**config.mk**
```make
export PLATFORM = sky130hd
export DESIGN_NAME = lab3_mem_mem_port_arbiter
export DESIGN_NICKNAME = d
export VERILOG_FILES = /design/src/rtl/lab3_mem_arb_pkg.sv /design/src/rtl/lab3_mem_tag_fifo.sv /design/src/rtl/lab3_mem_mem_port_arbiter.sv
export SDC_FILE = /design/constraint.sdc
export NUM_CORES = 1
export LEC_CHECK = 0
export CAP_MARGIN = 20
export CORE_AREA = 5 5 463 465
export DETAILED_ROUTE_END_ITERATION = 12
export DIE_AREA = 0 0 468 470
export PLACE_DENSITY = 0.3
export SETUP_SLACK_MARGIN = 0.3
export SYNTH_ARGS = -nofsm -noshare
export SYNTH_HDL_FRONTEND = slang
export SYNTH_SLANG_ARGS = --single-unit
```
**constraint.sdc**
```tcl
create_clock -name clk -period 3.8 [get_ports clk]
set_input_delay 0.76 -clock clk [delete_from_list [all_inputs] [get_ports clk]]
set_output_delay 0.76 -clock clk [all_outputs]
set_load 0.1 [all_outputs]
```
**src/rtl/lab3_mem_arb_pkg.sv**
```systemverilog
// Shared definitions for the banked-cache memory port arbiter:
// ID width helper and the grant-lock state encoding.
package lab3_mem_arb_pkg;

    function automatic int id_nbits(input int n);
        return (n > 1) ? $clog2(n) : 1;
    endfunction

    typedef enum logic {
        UNLOCKED = 1'b0,
        LOCKED   = 1'b1
    } arb_state_e;

endpackage

```
**src/rtl/lab3_mem_tag_fifo.sv**
```systemverilog
// In-order FIFO of requester IDs; the head names the bank that owns the
// next memory response.
module lab3_mem_tag_fifo
    import lab3_mem_arb_pkg::*;
#(
    parameter int p_depth = 4,
    parameter int p_width = 2
) (
    input  logic               clk,
    input  logic               reset,
    input  logic               push,
    input  logic               pop,
    input  logic [p_width-1:0] push_data,
    output logic               full,
    output logic               empty,
    output logic [p_width-1:0] head
);

    localparam int PW = id_nbits(p_depth);
    localparam int CW = PW + 1;

    logic [p_width-1:0] mem_q [p_depth];
    logic [PW-1:0]      wr_ptr_q, wr_ptr_d;
    logic [PW-1:0]      rd_ptr_q, rd_ptr_d;
    logic [CW-1:0]      count_q, count_d;

    assign full  = (count_q == CW'(p_depth));
    assign empty = (count_q == '0);
    assign head  = mem_q[rd_ptr_q];

    // Depth is a power of two, so pointers wrap by natural overflow.
    always_comb begin
        wr_ptr_d = wr_ptr_q;
        rd_ptr_d = rd_ptr_q;
        count_d  = count_q;
        if (push) wr_ptr_d = wr_ptr_q + 1'b1;
        if (pop)  rd_ptr_d = rd_ptr_q + 1'b1;
        case ({push, pop})
            2'b10:   count_d = count_q + 1'b1;
            2'b01:   count_d = count_q - 1'b1;
            default: count_d = count_q;
        endcase
    end

    always_ff @(posedge clk or negedge reset) begin
        if (!reset) begin
            wr_ptr_q <= '0;
            rd_ptr_q <= '0;
            count_q  <= '0;
        end else begin
            wr_ptr_q <= wr_ptr_d;
            rd_ptr_q <= rd_ptr_d;
            count_q  <= count_d;
        end
    end

    always_ff @(posedge clk) begin
        if (push) mem_q[wr_ptr_q] <= push_data;
    end

endmodule

```
**src/rtl/lab3_mem_mem_port_arbiter.sv**
```systemverilog
// Round-robin arbiter sharing one memory port among cache banks; the grant is
// held while memory stalls and responses are routed back via an ID FIFO.
module lab3_mem_mem_port_arbiter
    import lab3_mem_arb_pkg::*;
#(
    parameter int p_num_reqs     = 4,
    parameter int p_req_nbits    = 175,
    parameter int p_resp_nbits   = 145,
    parameter int p_max_inflight = 4
) (
    input  logic                              clk,
    input  logic                              reset,
    input  logic [p_num_reqs-1:0]             req_val,
    output logic [p_num_reqs-1:0]             req_rdy,
    input  logic [p_num_reqs*p_req_nbits-1:0] req_msg,
    output logic [p_num_reqs-1:0]             resp_val,
    input  logic [p_num_reqs-1:0]             resp_rdy,
    output logic [p_resp_nbits-1:0]           resp_msg,
    output logic                              mem_req_val,
    input  logic                              mem_req_rdy,
    output logic [p_req_nbits-1:0]            mem_req_msg,
    input  logic                              mem_resp_val,
    output logic                              mem_resp_rdy,
    input  logic [p_resp_nbits-1:0]           mem_resp_msg
);

    localparam int ID_W = id_nbits(p_num_reqs);
    localparam logic [ID_W-1:0] LAST_ID = ID_W'(p_num_reqs - 1);

    arb_state_e      state_q, state_d;
    logic [ID_W-1:0] rr_ptr_q, rr_ptr_d;
    logic [ID_W-1:0] lock_id_q, lock_id_d;
    logic [ID_W-1:0] pick, grant, head;
    logic            full, empty, fire, pop;

    // Scan from the farthest slot back to rr_ptr so the nearest valid wins.
    always_comb begin
        int idx;
        pick = rr_ptr_q;
        idx  = 0;
        for (int k = p_num_reqs - 1; k >= 0; k--) begin
            idx = (int'(rr_ptr_q) + k) % p_num_reqs;
            if (req_val[ID_W'(idx)]) pick = ID_W'(idx);
        end
    end

    assign grant       = (state_q == LOCKED) ? lock_id_q : pick;
    assign mem_req_val = reset && !full && ((state_q == LOCKED) || (|req_val));
    assign fire        = mem_req_val && mem_req_rdy;

    always_comb begin
        mem_req_msg = '0;
        for (int i = 0; i < p_num_reqs; i++) begin
            if (grant == ID_W'(i)) mem_req_msg = req_msg[i*p_req_nbits +: p_req_nbits];
        end
    end

    always_comb begin
        req_rdy = '0;
        if (reset && mem_req_rdy && !full) req_rdy[grant] = 1'b1;
    end

    always_comb begin
        state_d   = state_q;
        rr_ptr_d  = rr_ptr_q;
        lock_id_d = lock_id_q;
        if (fire) begin
            state_d  = UNLOCKED;
            rr_ptr_d = (grant == LAST_ID) ? '0 : grant + 1'b1;
        end else if (mem_req_val) begin
            state_d   = LOCKED;
            lock_id_d = grant;
        end
    end

    always_ff @(posedge clk or negedge reset) begin
        if (!reset) begin
            state_q   <= UNLOCKED;
            rr_ptr_q  <= '0;
            lock_id_q <= '0;
        end else begin
            state_q   <= state_d;
            rr_ptr_q  <= rr_ptr_d;
            lock_id_q <= lock_id_d;
        end
    end

    // Responses stall while no tag is outstanding rather than being dropped.
    always_comb begin
        resp_val = '0;
        if (mem_resp_val && !empty) resp_val[head] = 1'b1;
    end

    assign mem_resp_rdy = !empty && resp_rdy[head];
    assign resp_msg     = mem_resp_msg;
    assign pop          = mem_resp_val && mem_resp_rdy;

    lab3_mem_tag_fifo #(
        .p_depth (p_max_inflight),
        .p_width (ID_W)
    ) u_tag_fifo (
        .clk       (clk),
        .reset     (reset),
        .push      (fire),
        .pop       (pop),
        .push_data (grant),
        .full      (full),
        .empty     (empty),
        .head      (head)
    );

endmodule

```
# After elaboration in Yosys (flattened, before gate mapping)
# Memory sizes are Yosys's and may differ from the RTL's.
# Index checks and enable logic that the tools add are counted.
# word_totals
regBits,12
ramBits,8
in_bits,857
output_inout_bits,330
wordCells,84
memories,1
# classes
add_sub_neg,8
magnitude_cmp,8
eq_ne,6
muxes,35
n_bitwise,1
n_reduce_logical,19
# mem_list
memory,depth,word_bits,rd,rd_ports_with_merged_regs,write_ports,line,source
u_tag_fifo.mem_q,4,2,1,0,1,lab3_mem_tag_fifo.sv:22,logic [p_width-1:0] mem_q [p_depth];
# op_table
op,n
two-way mux 175 bit,4
less-than comparator 2 x 4 -> 1 bit (second input constant),4
two-way mux 1 bit,15
two-way mux 2 bit,6
binary-select mux 1 bit (select 2 bit),5
logical AND 1 bit,10
adder 2 x 1 -> 2 bit (second input constant),4
two-way mux 4 bit,2
== test 2 bit (second input constant),3
less-than comparator 2 x 3 -> 1 bit (second input constant),2
one-hot mux 3 bit (2 select lines),1
adder 2 bit (second input constant),2
demux 1 bit (select 2 bit),2
== test 2 x 1 -> 1 bit (second input constant),2
>= comparator 2 x 1 -> 1 bit (second input constant),2
nonzero test 2 bit,2
OR reduction 4 bit,1
adder 3 x 1 -> 3 bit (second input constant),1
== test 3 bit (second input constant),1
logical NOT 3 bit,1
subtractor 3 x 1 -> 3 bit (second input constant),1
logical NOT 1 bit,2
logical NOT 2 bit,1
AND reduction 2 bit,1
2 further kinds,2

# Longest topological paths before layout
# Gate-level depths: netlist (run 1).
# depth
depth_word,14
ltp_mapped,15
ltp_nobuf,12

# Modules after synthesis
# From an unflattened synthesis (run 1), not the netlist that was laid out.
# unflattened
hier_cells,1068
hier_area_um2,7498.4
# modules_own_cells
module,n_inst,cells_per_inst,area_per_inst_um2,seq_area_each_um2
lab3_mem_mem_port_arbiter,1,1021,6811.5,125.1
lab3_mem_tag_fifo,1,47,686.9,415.4

# Least setup slack after synthesis (run 1)
# No wires, ideal clock.
# synth_path
kind,input to output
start,in req_val[0]
end,out mem_req_msg[138]
arrival_time_ns,4.960
required_ns,3.040
slack_ns,-1.920
path_stages,11
n_path_buf,3
cell_sequence,nand2b_1 > a22oi_1 > o221ai_1 > o21ai_0 > ha_1 > clkbuf_1 > clkbuf_1 > clkbuf_1 > a221o_1 > o21ai_0 > o21ai_0
# synth_via
elab_chain_cells,13
word_cells_on_any_way,25
classes_between,eq/ne (3); mux (21); reduce/logical (1)
# synth_rtl
item,line,source
"start, declared",lab3_mem_mem_port_arbiter.sv:13,"input logic [p_num_reqs-1:0] req_val,"
binary-select mux 1 bit (select 2 bit),lab3_mem_mem_port_arbiter.sv:43,if (req_val[ID_W'(idx)]) pick = ID_W'(idx);
two-way mux 1 bit (implied by the code) (2 in a row),lab3_mem_mem_port_arbiter.sv:43,
two-way mux 2 bit (3 in a row),lab3_mem_mem_port_arbiter.sv:43,
two-way mux 2 bit *,lab3_mem_mem_port_arbiter.sv:43,
two-way mux 2 bit *,lab3_mem_mem_port_arbiter.sv:47,assign grant = (state_q == LOCKED) ? lock_id_q : pick;
via grant[0],lab3_mem_mem_port_arbiter.sv:33,"logic [ID_W-1:0] pick, grant, head;"
logical NOT 2 bit,lab3_mem_mem_port_arbiter.sv:54,if (grant == ID_W'(i)) mem_req_msg = req_msg[i*p_req_nbits +: p_req_nbits];
two-way mux 175 bit (3 in a row),lab3_mem_mem_port_arbiter.sv:54,
two-way mux 175 bit *,lab3_mem_mem_port_arbiter.sv:54,
"end, declared",lab3_mem_mem_port_arbiter.sv:21,"output logic [p_req_nbits-1:0] mem_req_msg,"
# The timed path passes the listed nets; every way through them passes the cells marked *. The select of a mux whose other input is x is not followed.

# Final worst setup path (run 1)
# layout_path
start,in req_val[3]
end,out mem_req_msg[131]
# The elaborated chain is that of the path after synthesis.

==> impl_metrics.toml, run 1 <==
[run_status]
status = "complete, but fails checks"
violations = "negative setup slack"

[grt]
grt_use_met2 = 0.249
grt_first_pass_wirelength_mm = 212
grt_pass1_vias = 15793
busiest_layer = "met2"
grt_use_total = 0.152
use_met1 = 0.168
antenna_found_initial = 211
grt_max_degree = 26
use_met3 = 0.108
overflow = 0

[placement]
dp.cells = 4957
dp_hpwl_mm = 150
globalplace.congestion = 0.868
io_buffers = 896

[finish]
drive_gt1_frac = 0.521
seq_area_um2 = 541
multi_input_area_um2 = 10100
final_common_cell = "clkdlybuf4s50_1"
syn_to_final_growth_pct = 314
n_fill_cell = 23660
final_cells = 5188
layout.nets = 3215
layout_common_cells = "707 x clkdlybuf4s50_1, 253 x buf_12, 210 x nand2_1"

[sta]
fin_setup_tns_ps = -17120
max_freq_mhz = 248
fin_crit_sh = 1.06
min_period_ps = 4030
finalMaxSlewViolations = 0
clock_skew_ps = 4.38
finalHoldViolCount = 0
slew-limit-headroom = 0.720
tightest_slew_ps = 419
setup_violations = 166
rsz0062_at_grt = "true"
postLayoutSetupSlackWorst_ps = -231

[synthesis]
netlist.area_leader.share = 0.186
synth.avg_cell_area_um2 = 5.48
syn_nets = 2226
synthCells = 1359
synth_area_um2 = 7440
synth_seq_area_share = 0.0726
synth.area.top_cells = "a21oi_1 19%, nand2_1 16%, buf_4 15%"
synth_area_leader_cell = "a21oi_1"
synth_cell_types = 36
ys_warn_count = 0
synth-seq-cells = 20

[route]
drc_errors = 0
wl_per_cell_um = 34.5
vias_per_cell = 3.03
vias = 15737
antenna_left = 0
drtPass1Iterations = 5
first_iter_violations = 922
drt_wl_total_mm = 179

[clock_network]
cts_buffer_depth = 2
cts.sinks = 20
clock_latency_ps = 250
hold_buffers = 0
h-tree-depth = 1
cts_tree = "built"
cts_root_buf = "clkbuf_16"
numCtsBuffers = 3
path_clk_slew_ps = 60

[worst_setup_path]
crit_chain = "buf_8 -> nor3_4 -> a31oi_1 -> nand3b_1 -> nand2_2 -> mux2_4 -> inv_4 -> ha_4 -> buf_6 -> buf_12 -> buf_12 -> buf_16 -> a221o_1 -> o21ai_2 -> o21ai_4 -> buf_12"
cp_max_fo = 6
r2r_setup_slack_ps = -70
r2r-start = "rr_ptr_q[1]$_DFFE_PN0P_"
arrival_ps = 3270
crit_required_ps = 3040
cp_slowest_cell = "mux2_4"
crit_type = "input port to output pin"
crit_top_cell = "buf_12"
crit_start = "req_val[3]"
max_stage_delay_ps = 300
crit_path_start_kind = "input port"
critPathCaptureType = "output pin"

[die]
num_rows = 168
floorplan.initialDensity = 0.0356
boundaryPins = 1187
fp.dieW_um = 468
die_area_um2 = 220000
die_y_um = 470
coreArea_um2 = 209000

[worst_hold_path]
min_from = "u_tag_fifo.count_q[2]$_DFFE_PN0P_"
hp-class = "register to register"

[flow_run]
maxCapViolations = 0
## layer usage
layer	share of wire	wire, um	up-vias
met4	0.011	2000	150
met5	0.0057	1020	-
li1	-	-	6687
met1	0.37	66200	7342
met2	0.45	80700	1220
met3	0.16	29000	338
## cell usage after synthesis
| library cell | count |
|---|---|
| nand2_1 | 318 |
| nor2b_1 | 2 |
| clkbuf_1 | 121 |
| o21ai_0 | 215 |
| edfxtp_1 | 8 |
| mux2i_1 | 3 |
| o22ai_2 | 1 |
| nand3b_1 | 2 |
| nor3_1 | 3 |
| a21o_1 | 1 |
| ha_1 | 9 |
| mux4_2 | 1 |
| nand3_1 | 140 |
| nor2_1 | 13 |
| xnor2_1 | 3 |
| a211oi_1 | 1 |
| and2b_2 | 1 |
| o221ai_1 | 1 |
| fa_1 | 1 |
| or3b_4 | 1 |
| buf_2 | 2 |
| dfrtp_1 | 12 |
| nand2b_1 | 2 |
| buf_4 | 145 |
| and2_1 | 4 |
| mux2_2 | 6 |
| a21oi_1 | 276 |
| buf_1 | 8 |
| or4_1 | 1 |
| nor4_1 | 1 |
| a221o_1 | 37 |
| xor2_1 | 3 |
| a22oi_1 | 1 |
| inv_1 | 14 |
| a31oi_1 | 1 |
| mux4_1 | 1 |
## worst max-delay path, delay by kind of cell
family          cells  cell delay (ps)
fa+ha+maj           1              190
buf+inv             7              920
simple gates        3              340
compound gates      4              720
mux                 1              300
## logic make-up after synthesis
logic type | count (synthesis) | synth area share
AO/OA/AOI/OAI | 534 | 0.387
AND/OR/NAND/NOR | 488 | 0.276
buffers and inverters | 290 | 0.220
flip-flops | 20 | 0.0726
multiplexers | 11 | 0.0197
adder cells (fa/ha/maj) | 10 | 0.0178
XOR/XNOR | 6 | 0.00706
## final timing paths
path	endpoint	depth (start not counted)
setup / recovery	mem_req_msg[131]	16
hold / removal	u_tag_fifo.count_q[2]$_DFFE_PN0P_	1
setup reg to reg	lock_id_q[1]$_DFFE_PN0P_	29
hold reg to reg	u_tag_fifo.count_q[2]$_DFFE_PN0P_	1
max in group asynchronous	rr_ptr_q[1]$_DFFE_PN0P_	2
min in group asynchronous	u_tag_fifo.rd_ptr_q[0]$_DFFE_PN0P_	1
## metrics by stage
step / instance area [um^2] / util / worst slack, ps / hold WS (ps)
detailed placement: 24300 / 0.116 / -1020 / 495
finish: 30800 / 0.147 / -231 / 510
CTS: 28800 / 0.138 / -227 / 508
global placement: 24300 / 0.116 / -1020 / 492
floorplan: 10000 / - / -639 / 464
global route: 30700 / 0.147 / -311 / 522
## sequential cells by signal, summed over array words and instances, names as in the netlist
| name | cells |
|---|---|
| lock_id_q | 2 |
| rr_ptr_q | 2 |
| u_tag_fifo.count_q | 3 |
| u_tag_fifo.rd_ptr_q | 2 |
| u_tag_fifo.mem_q | 8 |
| state_q | 1 |
| u_tag_fifo.wr_ptr_q | 2 |
## what timing repair did
action | CTS | global route
gates resized for setup | 561 | 278
endpoints found under the setup margin | 179 | 179
pin swaps | 163 | 154
cloned | 47 | 13
setup buffers | 90 | 41
## area by class of cell
class,count,area share
Antenna cell,36,0.00293
Clock buffer,3,0.00244
Clock inverter,1,0.000975
Inverter,14,0.00288
Multi-Input combinational cell,1049,0.326
Sequential cell,20,0.0176
Tap cell,2805,0.114
Timing Repair Buffer,1259,0.532
Timing Repair inverter,1,0.000975
Power of run 1 is not shown: default switching activity piles up to over one toggle a cycle in this logic, so the estimate is an artifact.
==> run 2: changes to the inputs <==
- CORE_AREA: 5 5 463 465 -> 2 2 460 462
- DIE_AREA: 0 0 468 470 -> 0 0 462 464
==> impl_metrics.toml, run 2 (same netlist as run 1, synthesis figures left out) <==
[sta]
postLayoutSetupSlackWorst_ps = -271
clock_skew_ps = 3.45
slew-limit-headroom = 0.721
setup_violations = 176
finalHoldViolCount = 0
tightest_slew_ps = 416
rsz0062_at_grt = "true"
fin_crit_sh = 1.07
finalMaxSlewViolations = 0
min_period_ps = 4070
max_freq_mhz = 246

[flow_run]
maxCapViolations = 0

[die]
boundaryPins = 1187
floorplan.initialDensity = 0.0356
num_rows = 168
coreArea_um2 = 209000
die_area_um2 = 214000
fp.dieW_um = 462
die_y_um = 464

[placement]
globalplace.congestion = 0.877
dp_hpwl_mm = 144
place_area_um2 = 24200
io_buffers = 896
dp.cells = 4961

[finish]
utilization = 0.143
final_area_um2 = 29900
final_cells = 5155
largest_reg_flops = 8
layout_common_cells = "707 x clkdlybuf4s50_1, 255 x buf_12, 202 x nand2_1"
drive_gt1_frac = 0.507
layout.nets = 3177
final_common_cell = "clkdlybuf4s50_1"
regMostFlops = "u_tag_fifo.mem_q"
syn_to_final_growth_pct = 302
reg_top3 = "u_tag_fifo.mem_q x8, u_tag_fifo.count_q x3"

[route]
drtPass1Iterations = 5
vias_per_cell = 2.97
drc_errors = 0
first_iter_violations = 833
vias = 15290
drt_wl_total_mm = 169
wl_per_cell_um = 32.7
antenna_left = 0

[worst_setup_path]
endpoint = "mem_req_msg[147]"
r2r-start = "u_tag_fifo.rd_ptr_q[0]$_DFFE_PN0P_"
crit_start = "req_val[3]"
reg2reg_depth = 9
crit_path_start_kind = "input port"
r2r_setup_slack_ps = 830
cp_slowest_cell = "mux2_4"
crit_top_cell = "buf_6"
crit_chain = "buf_8 -> nor3_2 -> a31oi_1 -> nand3b_1 -> nand2_1 -> mux2_4 -> buf_4 -> buf_6 -> ha_4 -> buf_12 -> buf_4 -> buf_6 -> buf_16 -> a221o_1 -> buf_6 -> o21ai_4 -> o21ai_4 -> buf_12"
crit_required_ps = 3040
regToRegEndpoint = "u_tag_fifo.count_q[2]$_DFFE_PN0P_"
critPathCaptureType = "output pin"
crit_buf_inv = 9
crit_type = "input port to output pin"
max_stage_delay_ps = 310
cp_max_fo = 5
arrival_ps = 3310
path_delay_family = "buffers and inverters"
cp_num_cells = 18

[clock_network]
h-tree-depth = 1
path_clk_slew_ps = 60
clock_latency_ps = 250
cts_root_buf = "clkbuf_16"
numCtsBuffers = 3
cts_tree = "built"
hold_buffers = 0
cts_buffer_depth = 2
cts.sinks = 20

[grt]
antenna_found_initial = 198
grt_first_pass_wirelength_mm = 197
grt_pass1_vias = 15297
grt_use_total = 0.146
overflow = 0
grt_max_degree = 36

[run_status]
status = "complete, but fails checks"
violations = "negative setup slack"

[worst_hold_path]
hp-class = "register to register"
[run 2: repair_timing]
item,in CTS,in global routing
gates resized for setup,483,322
pin swaps,161,189
setup buffers,65,48
cloned,25,11
endpoints found under the setup margin,179,177
[run 2: layer usage]
layer  up-vias  part of all wire  GRT usage
met1      7041              0.35      0.151
met2      1132              0.45      0.236
met4       182             0.013     0.0121
met5         -            0.0071    0.00226
li1       6612                 -          -
met3       323              0.18      0.121
[run 2: worst min-delay path by stage]
stage                                                 start                           endpoint  slack (ps)  cells past startpoint
final                     u_tag_fifo.count_q[2]$_DFFE_PN0P_  u_tag_fifo.count_q[2]$_DFFE_PN0P_         500                      1
after floorplan                                       reset           lock_id_q[0]$_DFFE_PN0P_         460                      0
after global placement    u_tag_fifo.count_q[2]$_DFFE_PN0P_  u_tag_fifo.count_q[2]$_DFFE_PN0P_         490                      1
after CTS                 u_tag_fifo.count_q[2]$_DFFE_PN0P_  u_tag_fifo.count_q[2]$_DFFE_PN0P_         500                      1
after global routing      u_tag_fifo.count_q[2]$_DFFE_PN0P_  u_tag_fifo.count_q[2]$_DFFE_PN0P_         510                      1
after detailed placement  u_tag_fifo.count_q[2]$_DFFE_PN0P_  u_tag_fifo.count_q[2]$_DFFE_PN0P_         490                      1
[run 2: layout make-up]
class                      instances  area [um^2]
timing repair buffer            1222        15500
clock inverter                     1         3.75
multi-input combinational       1049        10200
antenna                           41          103
fill                           23733       179000
tap                             2805         3510
clock buffer                       3         75.1
inverter                          14         70.1
sequential                        20          541
[run 2: worst reg2reg max path: stages, from the launching register on]
cell	delay [ps]
dfrtp_1	440
mux4_2	610
or3b_4	440
o22ai_2	300
ha_1	240
inv_1	60
fa_1	370
xor2_1	150
nor2_1	120
xor2_1	160
[run 2: stage by stage]
stage	setup WS [ps]	hold slack, ps	TNS (ps)
2_1_floorplan	-639	464	-2790
3_3_place_gp	-1170	492	-148490
3_5_place_dp	-1070	486	-137530
4_1_cts	-292	495	-32350
5_1_grt	-384	508	-48810
6_report	-271	495	-32120
Power of run 2 is left out for the same reason.
